### src/rtl/wb_spi_sram_ctrl.sv
// Wishbone classic slave that turns each access into one 23LC512 SPI mode-0
// sequential READ/WRITE transaction. The ack is held off until the frame has been shifted out.
module wb_spi_sram_ctrl #(
  parameter int AW      = 16,
  parameter int CLK_DIV = 1
) (
  input  logic          wb_clk,
  input  logic          wb_rst_n,
  input  logic [AW-1:0] i_wb_adr,
  input  logic [31:0]   i_wb_dat,
  input  logic [3:0]    i_wb_sel,
  input  logic          i_wb_we,
  input  logic          i_wb_cyc,
  output logic [31:0]   o_wb_rdt,
  output logic          o_wb_ack,
  output logic          o_spi_clk,
  output logic          o_spi_mosi,
  input  logic          i_spi_miso,
  output logic          o_spi_cs_n
);

  typedef enum logic [1:0] {IDLE, SHIFT, DONE, GAP} state_e;

  localparam int DW = (CLK_DIV > 1) ? $clog2(CLK_DIV) : 1;
  localparam logic [DW-1:0] DIV_LAST = DW'(CLK_DIV - 1);

  state_e        state_q;
  logic [DW-1:0] divCnt_q;
  logic [5:0]    bitCnt_q;
  logic [5:0]    lastBit_q;
  logic [55:0]   frame_q;
  logic [31:0]   rx_q;
  logic          we_q;
  logic          sck_q;
  logic          csn_q;
  logic          mosi_q;
  logic          ack_q;
  logic [31:0]   rdt_q;

  logic [15:0]   adr16;
  logic [1:0]    lo;
  logic [1:0]    hi;
  logic [2:0]    spanBytes;
  logic [31:0]   byteSeq;
  logic [31:0]   payload;
  logic [55:0]   frameD;
  logic [5:0]    lastBitD;
  logic          sampleNow;
  logic [31:0]   rxD;
  logic          phaseEnd;
  logic          unusedBits;

  assign adr16      = 16'(i_wb_adr);
  assign unusedBits = ^adr16[1:0];

  always_comb begin
    lo = 2'd0;
    hi = 2'd0;
    for (int i = 3; i >= 0; i--) if (i_wb_sel[i]) lo = 2'(i);
    for (int i = 0; i < 4; i++)  if (i_wb_sel[i]) hi = 2'(i);
  end

  // Bytes are sent in address order, so lane 0 leads; shifting by lo drops
  // the unselected low lanes and left-aligns the span.
  assign byteSeq   = {i_wb_dat[7:0], i_wb_dat[15:8], i_wb_dat[23:16], i_wb_dat[31:24]};
  assign payload   = byteSeq << {lo, 3'b000};
  assign spanBytes = 3'({1'b0, hi} - {1'b0, lo}) + 3'd1;
  assign frameD    = i_wb_we ? {8'h02, adr16[15:2], lo, payload}
                             : {8'h03, adr16[15:2], 2'b00, 32'h0};
  assign lastBitD  = i_wb_we ? (6'd23 + {spanBytes, 3'b000}) : 6'd55;

  assign phaseEnd  = (divCnt_q == DIV_LAST);
  assign sampleNow = (state_q == SHIFT) && sck_q && (divCnt_q == '0);
  assign rxD       = sampleNow ? {rx_q[30:0], i_spi_miso} : rx_q;

  always_ff @(posedge wb_clk or negedge wb_rst_n) begin
    if (!wb_rst_n) begin
      state_q   <= IDLE;
      divCnt_q  <= '0;
      bitCnt_q  <= '0;
      lastBit_q <= '0;
      frame_q   <= '0;
      rx_q      <= '0;
      we_q      <= 1'b0;
      sck_q     <= 1'b0;
      csn_q     <= 1'b1;
      mosi_q    <= 1'b0;
      ack_q     <= 1'b0;
      rdt_q     <= '0;
    end else begin
      rx_q <= rxD;
      case (state_q)
        IDLE: begin
          if (i_wb_cyc) begin
            we_q     <= i_wb_we;
            divCnt_q <= '0;
            bitCnt_q <= '0;
            if (i_wb_we && (i_wb_sel == 4'b0000)) begin
              ack_q   <= 1'b1;
              state_q <= DONE;
            end else begin
              csn_q     <= 1'b0;
              sck_q     <= 1'b0;
              mosi_q    <= frameD[55];
              frame_q   <= {frameD[54:0], 1'b0};
              lastBit_q <= lastBitD;
              state_q   <= SHIFT;
            end
          end
        end
        SHIFT: begin
          if (phaseEnd) begin
            divCnt_q <= '0;
            if (!sck_q) begin
              sck_q <= 1'b1;
            end else if (bitCnt_q == lastBit_q) begin
              sck_q   <= 1'b0;
              csn_q   <= 1'b1;
              mosi_q  <= 1'b0;
              ack_q   <= 1'b1;
              state_q <= DONE;
              // The final sample may land on this very edge, hence rxD
              if (!we_q) rdt_q <= {rxD[7:0], rxD[15:8], rxD[23:16], rxD[31:24]};
            end else begin
              sck_q    <= 1'b0;
              mosi_q   <= frame_q[55];
              frame_q  <= {frame_q[54:0], 1'b0};
              bitCnt_q <= bitCnt_q + 6'd1;
            end
          end else begin
            divCnt_q <= divCnt_q + 1'b1;
          end
        end
        DONE: begin
          ack_q    <= 1'b0;
          divCnt_q <= '0;
          state_q  <= GAP;
        end
        GAP: begin
          if (phaseEnd) state_q <= IDLE;
          else          divCnt_q <= divCnt_q + 1'b1;
        end
        default: state_q <= IDLE;
      endcase
    end
  end

  assign o_wb_rdt   = rdt_q;
  assign o_wb_ack   = ack_q;
  assign o_spi_clk  = sck_q;
  assign o_spi_mosi = mosi_q;
  assign o_spi_cs_n = csn_q;

endmodule

### config.mk
export PLATFORM = sky130hd
export DESIGN_NAME = wb_spi_sram_ctrl
export DESIGN_NICKNAME = d
export VERILOG_FILES = /design/src/rtl/wb_spi_sram_ctrl.sv
export SDC_FILE = /design/constraint.sdc
export NUM_CORES = 1
export LEC_CHECK = 0
export ABC_CLOCK_PERIOD_IN_PS = 3700
export CORE_MARGIN = 10
export CORE_UTILIZATION = 45
export CTS_BUF_LIST = sky130_fd_sc_hd__clkbuf_16
export DETAILED_ROUTE_END_ITERATION = 8
export DONT_BUFFER_PORTS = 1
export SYNTH_ARGS = -nofsm -noshare
export SYNTH_HDL_FRONTEND = slang
export SYNTH_SLANG_ARGS = --single-unit
### constraint.sdc
create_clock -name wb_clk -period 3.7 [get_ports wb_clk]
set_input_delay 0.74 -clock wb_clk [delete_from_list [all_inputs] [get_ports wb_clk]]
set_output_delay 0.74 -clock wb_clk [all_outputs]
set_load 0.02 [all_outputs]
==> metrics.yaml, run 1 <==
status: "finished, final reports clean"
pwr-share-comb_pct: 29.9
synth_edf_count: 0
detailroute.via_count: 4088
fmax_ghz: 0.381
finalSetupViolations: 0
place_ws_ns: 1.05
dpl.hpwl_mm: 8.87
critical_path_required_ns: 3.96
io_pins: 93
grt_max_degree: 137
slew_violations: 0
fin_nets: 591
avgSynthCellArea_um2: 11.6
yosys_register_bits: 136
seqPwrFrac_pct: 38.7
path_clk_slew_ns: 0.06
grt_pass1_wl_mm: 21.7
die_h_um: 138
cts_max_level: 4
antenna_cells: 0
cts_sinks: 136
grt_usage_pct: 14.6
seq_area_mm2: 0.00340
setup_ws_ns: 1.07
pwr-share-clk_pct: 31.4
cts_tree: "done"
dieArea_mm2: 0.0189
ir_drop_mv: 0.506
worst-setup-path-type: "flip-flop to flip-flop"
cts_resized: 0
synth_area_mm2: 0.00622
grt_antenna_before_repair: 0
syn-num-nets: 600
core_area_mm2: 0.0134
powerDensity_mw_per_mm2: 786
instances_no_fill: 718
startpoint_type: "flip-flop"
drt_iter0_markers: 293
finClkSkew_ns: 0.00696
grt_setup_unrepaired: "no"
grt_overflow: 0
final_hold_viol_count: 0
final_cell_mix: "135 x dfrtp_1, 80 x mux2_2, 63 x nand2_1, 51 x o21ai_0, 25 x a21oi_1"
cts_buffer_depth: 2
synth_flop_cell: "dfrtp_1"
min_period_ns: 2.63
drive_gt1_share_pct: 22.9
p_sw_share_pct: 34.0
syn_inst: 538
gp_congestion: 0.798
synth_cell_types: 51
critPathCaptureType: "flip-flop"
areaGrowthSynthToFinish_pct: 11.3
clkLatencyLatePin_ns: 0.42
maxCapViolations: 0
start_util_pct: 46.4
p_leak_nw: 3.13
final.setup.tns_ns: 0
drcViolationCount: 0
worst_slew_pin_slew_ns: 0.827
vias_per_cell: 5.69
clockRootBuffer: "clkbuf_16"
cts_buffers: 17
drt-total-wl_mm: 13.2
ys_seq_area_share_pct: 54.7
fp-row-count: 42
synthArstFlopShare_pct: 100
p_switching_mw: 1.85
grt_pass1_vias: 4167
final_common_cell: "dfrtp_1"
hold_class: "primary input to async pin"
fin_crit_sh_pct: 71.0
yosys_warnings: 0
place_inst: 685
n_fill_cell: 1166
path_max_fanout: 95
multi_input_area_mm2: 0.00262
max_slew_margin_pct: 44.8
p_int_mw: 3.60
ant_nets: 0
cp_data_arrival_time_ns: 2.89
port_buffers: 0
die_w_um: 138
firstDrtPassIters: 5
wl_per_cell_um: 18.3
==> timing repair <==
action | in CTS | in global routing
endpoints found under the hold margin | 0 | 6
setup buffers | 0 | 0
hold buffers | 0 | 1
==> flip-flops by register name, indices dropped and copies added, names as in the netlist <==
name,cells
lastBit_q,4
o_wb_rdt,32
frame_q,55
rx_q,32
o_spi_cs_n,1
we_q,1
o_spi_mosi,1
bitCnt_q,6
o_wb_ack,1
o_spi_clk,1
state_q,2
==> stage by stage <==
step / area, um2 / power [mW] / util, % / hold WS [ns]
after global routing: 6930 / 5.85 / 51.7 / 0.00199
after detailed placement: 6320 / 3.78 / 47.1 / 0.455
after global placement: 6320 / 3.71 / 47.1 / 0.455
after floorplan: 6220 / 3.45 / - / 0.444
final: 6930 / 5.45 / 51.7 / 0.0303
after CTS: 6920 / 5.51 / 51.6 / 0.00637
==> layout make-up <==
cell class	count	area share, %
tap	176	3.18
inverter	9	0.488
clock buffer	17	6.14
sequential	136	49.1
timing repair buffer	6	0.686
multi-input combinational	359	37.8
clock inverter	15	2.55
==> worst max-delay path, cell delays in order, from the launching register on <==
cell	delay, ns
dfrtp_1	0.40
inv_1	0.09
ha_2	0.44
o21ai_0	0.37
o211ai_4	0.26
buf_4	0.66
o21ai_0	0.21
==> cell usage after synthesis, drive strengths merged (4+ instances only) <==
| cell | n | share of area [%] |
|---|---|---|
| mux2i | 15 | 2.4 |
| nand2 | 63 | 3.8 |
| dfrtp | 135 | 54 |
| nand3 | 6 | 0.48 |
| nor2 | 12 | 0.76 |
| buf | 17 | 1.8 |
| a22o | 6 | 0.84 |
| a21oi | 25 | 2.0 |
| ha | 4 | 0.80 |
| nor2b | 4 | 0.40 |
| clkbuf | 17 | 1.0 |
| o21ai | 56 | 4.5 |
| and2 | 4 | 0.40 |
| inv | 9 | 0.54 |
| a22oi | 23 | 2.8 |
| mux2 | 81 | 15 |
| a2bb2oi | 18 | 2.5 |
| o22ai | 8 | 0.80 |
==> cell families after synthesis <==
kind of cell               synth area share [%]
AOI/OAI and AO/OA                          15.4
DFF                                        54.7
xor gates and xnor gates                  0.563
muxes                                      17.1
adders and majority gates                  1.13
buffers and inverters                      3.36
and+or+nand+nor                            7.76
==> path summary, 6_finish.rpt <==
path                           endpoint        start  cells past startpoint  slack, ns
hold reg to reg             frame_q[21]  frame_q[21]                      2       0.48
max in group asynchronous   o_wb_rdt[5]     wb_rst_n                      1       2.81
setup / recovery            frame_q[17]   state_q[1]                      6       1.07
hold / removal              bitCnt_q[0]     wb_rst_n                      0       0.03
min in group wb_clk        lastBit_q[5]      i_wb_we                      1       0.41
setup reg to reg            frame_q[17]   state_q[1]                      6       1.07
==> power by group through the flow <==
stage / Combinational (mW) / Sequential (mW) / Clock (mW)
finish: 1.63 / 2.11 / 1.71
global route: 1.86 / 2.16 / 1.83
CTS: 1.65 / 2.12 / 1.75
detailed placement: 1.64 / 2.14 / 0
global placement: 1.59 / 2.12 / 0
floorplan: 1.38 / 2.07 / 0
==> layer usage <==
layer	track usage, %	vias up	part of all wire, %
met1	18.3	2021	43
met3	5.90	20	7.9
li1	-	1928	-
met2	22.0	119	48
met4	5.74	0	1.6
met5	0	-	0
Note: power is estimated with default switching activity, not from simulation.
==> run 2: changes to the inputs <==
--- a/config.mk
+++ b/config.mk
@@ -5,7 +5,7 @@
 export SDC_FILE = /design/constraint.sdc
 export NUM_CORES = 1
 export LEC_CHECK = 0
-export ABC_CLOCK_PERIOD_IN_PS = 3700
+export ABC_CLOCK_PERIOD_IN_PS = 2400
 export CORE_MARGIN = 10
 export CORE_UTILIZATION = 45
 export CTS_BUF_LIST = sky130_fd_sc_hd__clkbuf_16
==> constraint.sdc (replaced) <==
create_clock -name wb_clk -period 2.4 [get_ports wb_clk]
set_input_delay 0.48 -clock wb_clk [delete_from_list [all_inputs] [get_ports wb_clk]]
set_output_delay 0.48 -clock wb_clk [all_outputs]
set_load 0.02 [all_outputs]
==> run 2 against run 1 <==
The flow now finishes with violations (negative hold slack). Clock-buffer cell count did not move. Cell area rose by 0.87%. Sequential share of layout area fell by 0.42 points. Via count barely moved. Wire length rose by 1.8%. Clock power rose by 41%. Critical path depth rose by 1. Register-to-register slack got worse by 0.87 ns. Sequential cell count did not move. Highest routed layer unchanged.
==> metrics.yaml, run 2 (synthesized netlist as in run 1, its figures left out) <==
cts_buffers: 17
drt-total-wl_mm: 13.4
dr_wl_met2_mm: 6.55
final.setup.tns_ns: 0
cts_buffer_depth: 2
holdWs_ns: -0.230
critPathCaptureType: "flip-flop"
final_hold_viol_count: 136
cts_max_level: 4
finalSetupViolations: 0
worst-setup-path-type: "flip-flop to flip-flop"
maxCapViolations: 0
slowest_delay_ns: 0.40
worst_slew_pin_slew_ns: 0.606
cts_setup_buffers: 0
ir_drop_mv: 0.510
cts_sinks: 136
met1_length_mm: 5.82
critical_path_required_ns: 2.73
grt_setup_unrepaired: "no"
dpl.hpwl_mm: 9.10
core_area_mm2: 0.0134
clockRootBuffer: "clkbuf_16"
p_int_mw: 5.50
p_sw_share_pct: 34.3
grt_max_degree: 137
clkLatencyLatePin_ns: 0.41
seqPwrFrac_pct: 38.8
max_slew_margin_pct: 59.6
dieArea_mm2: 0.0189
final_cell_mix: "135 x dfrtp_1, 80 x mux2_2, 63 x nand2_1, 51 x o21ai_0, 25 x a21oi_1"
dr_wl_met3_um: 950
port_buffers: 0
vias_per_cell: 5.63
status: "finished with violations"
fin_crit_sh_pct: 91.4
top_layer_used: "met4"
regMostFlops: "frame_q"
grt_usage_pct: 14.7
areaGrowthSynthToFinish_pct: 12.3
pwr-share-comb_pct: 32.3
io_pins: 93
drcViolationCount: 0
finClkSkew_ns: 0.00718
die_h_um: 138
largest_register_ff_count: 55
cts_tree: "done"
startpoint_type: "flip-flop"
final_common_cell: "dfrtp_1"
detailroute.via_count: 4091
grt_antenna_before_repair: 0
path_clk_slew_ns: 0.06
antenna_cells: 0
cpMaxStageDelayCell: "or3_1"
p_switching_mw: 2.88
grt_pass1_wl_mm: 21.9
hold_class: "primary input to async pin"
die_w_um: 138
drive_gt1_share_pct: 24.2
powerDensity_mw_per_mm2: 1200
pwr-share-clk_pct: 28.8
grt_pass1_vias: 4211
slew_violations: 0
cp_data_arrival_time_ns: 2.53
grt_overflow: 0
ant_nets: 0
start_util_pct: 46.4
p_leak_nw: 3.16
gp_congestion: 0.798
path_max_fanout: 9
fp-row-count: 42
path_cells: "inv_1, ha_1, nor2b_1, nor3_1, o21ai_1, or3_1, a21oi_1"
firstDrtPassIters: 5
fin_nets: 599
min_period_ns: 2.19
finalCoreUtilization_pct: 52.1
wl_per_cell_um: 18.5
drt_iter0_markers: 299
violations: "negative hold slack"
fmax_ghz: 0.456
## run 2: changes by cell type in the layout (fill, tap and decap cells not counted), moves of 2 or more
cell / delta
buf_12: +4
buf_4: +5
bufinv_16: -2
clkinv_4: -2
## run 2: area by class of cell
class                      count  area (um2)
inverter                       9        33.8
fill                        1168        6410
clock buffer                  17         425
tap                          176         220
multi-input combinational    359        2620
sequential                   136        3400
timing repair buffer          14         155
clock inverter                15         126
## run 2: timing repair
item                                    4_1_cts  5_1_grt
gates resized for setup                       0        1
endpoints found under the hold margin       136      136
endpoints found under the setup margin        0        5
## run 2: path summary, 6_finish.rpt
path	start	to	slack (ns)	cells after the start
max	state_q[0]	bitCnt_q[4]	0.21	7
min	wb_rst_n	lastBit_q[2]	-0.23	0
max reg2reg	state_q[0]	bitCnt_q[4]	0.21	7
min reg2reg	frame_q[47]	frame_q[47]	0.48	2
max in group asynchronous	wb_rst_n	o_spi_cs_n	2.44	0
min in group wb_clk	i_wb_we	lastBit_q[4]	0.15	1
## run 2: power by group through the flow
stage	clock [mW]	sequential [mW]	combinational (mW)
after detailed placement	0	3.29	2.71
after CTS	2.49	3.25	2.72
after global routing	2.58	3.33	3.06
final	2.41	3.25	2.71
after global placement	0	3.27	2.64
after floorplan	0	3.19	2.13
## run 2: worst max-delay path, delay by kind of cell (launching register included)
family / cells / cell delay, ns
DFF: 1 / 0.38
and+or+nand+nor: 3 / 0.96
adders and majority gates: 1 / 0.30
AOI/OAI and AO/OA: 2 / 0.41
buffers and inverters: 1 / 0.07
## run 2: stage by stage
| step | worst slack (ns) | cell area [um2] | power, mW | std cells |
|---|---|---|---|---|
| finish | 0.206 | 6990 | 8.37 | 726 |
| CTS | 0.221 | 6990 | 8.46 | 726 |
| floorplan | 0.426 | 6220 | 5.32 | 538 |
| detailed placement | 0.246 | 6430 | 6.00 | 694 |
| global placement | 0.293 | 6430 | 5.91 | 694 |
| global route | 0.00308 | 6990 | 8.97 | 726 |
## run 2: per-layer routing
metal	GRT usage, %	vias up
li1	-	1946
met1	18.3	2034
met2	22.9	100
met3	4.99	11
met4	5.74	0
met5	0	-
==> run 3: changes to the inputs <==
--- a/config.mk
+++ b/config.mk
@@ -5,12 +5,12 @@
 export SDC_FILE = /design/constraint.sdc
 export NUM_CORES = 1
 export LEC_CHECK = 0
-export ABC_CLOCK_PERIOD_IN_PS = 2400
 export CORE_MARGIN = 10
 export CORE_UTILIZATION = 45
 export CTS_BUF_LIST = sky130_fd_sc_hd__clkbuf_16
 export DETAILED_ROUTE_END_ITERATION = 8
 export DONT_BUFFER_PORTS = 1
+export GPL_ROUTABILITY_DRIVEN = 0
 export SYNTH_ARGS = -nofsm -noshare
 export SYNTH_HDL_FRONTEND = slang
 export SYNTH_SLANG_ARGS = --single-unit
==> results of run 3 <==
The final DEF is identical to that of run 2; final timing and power are the same.
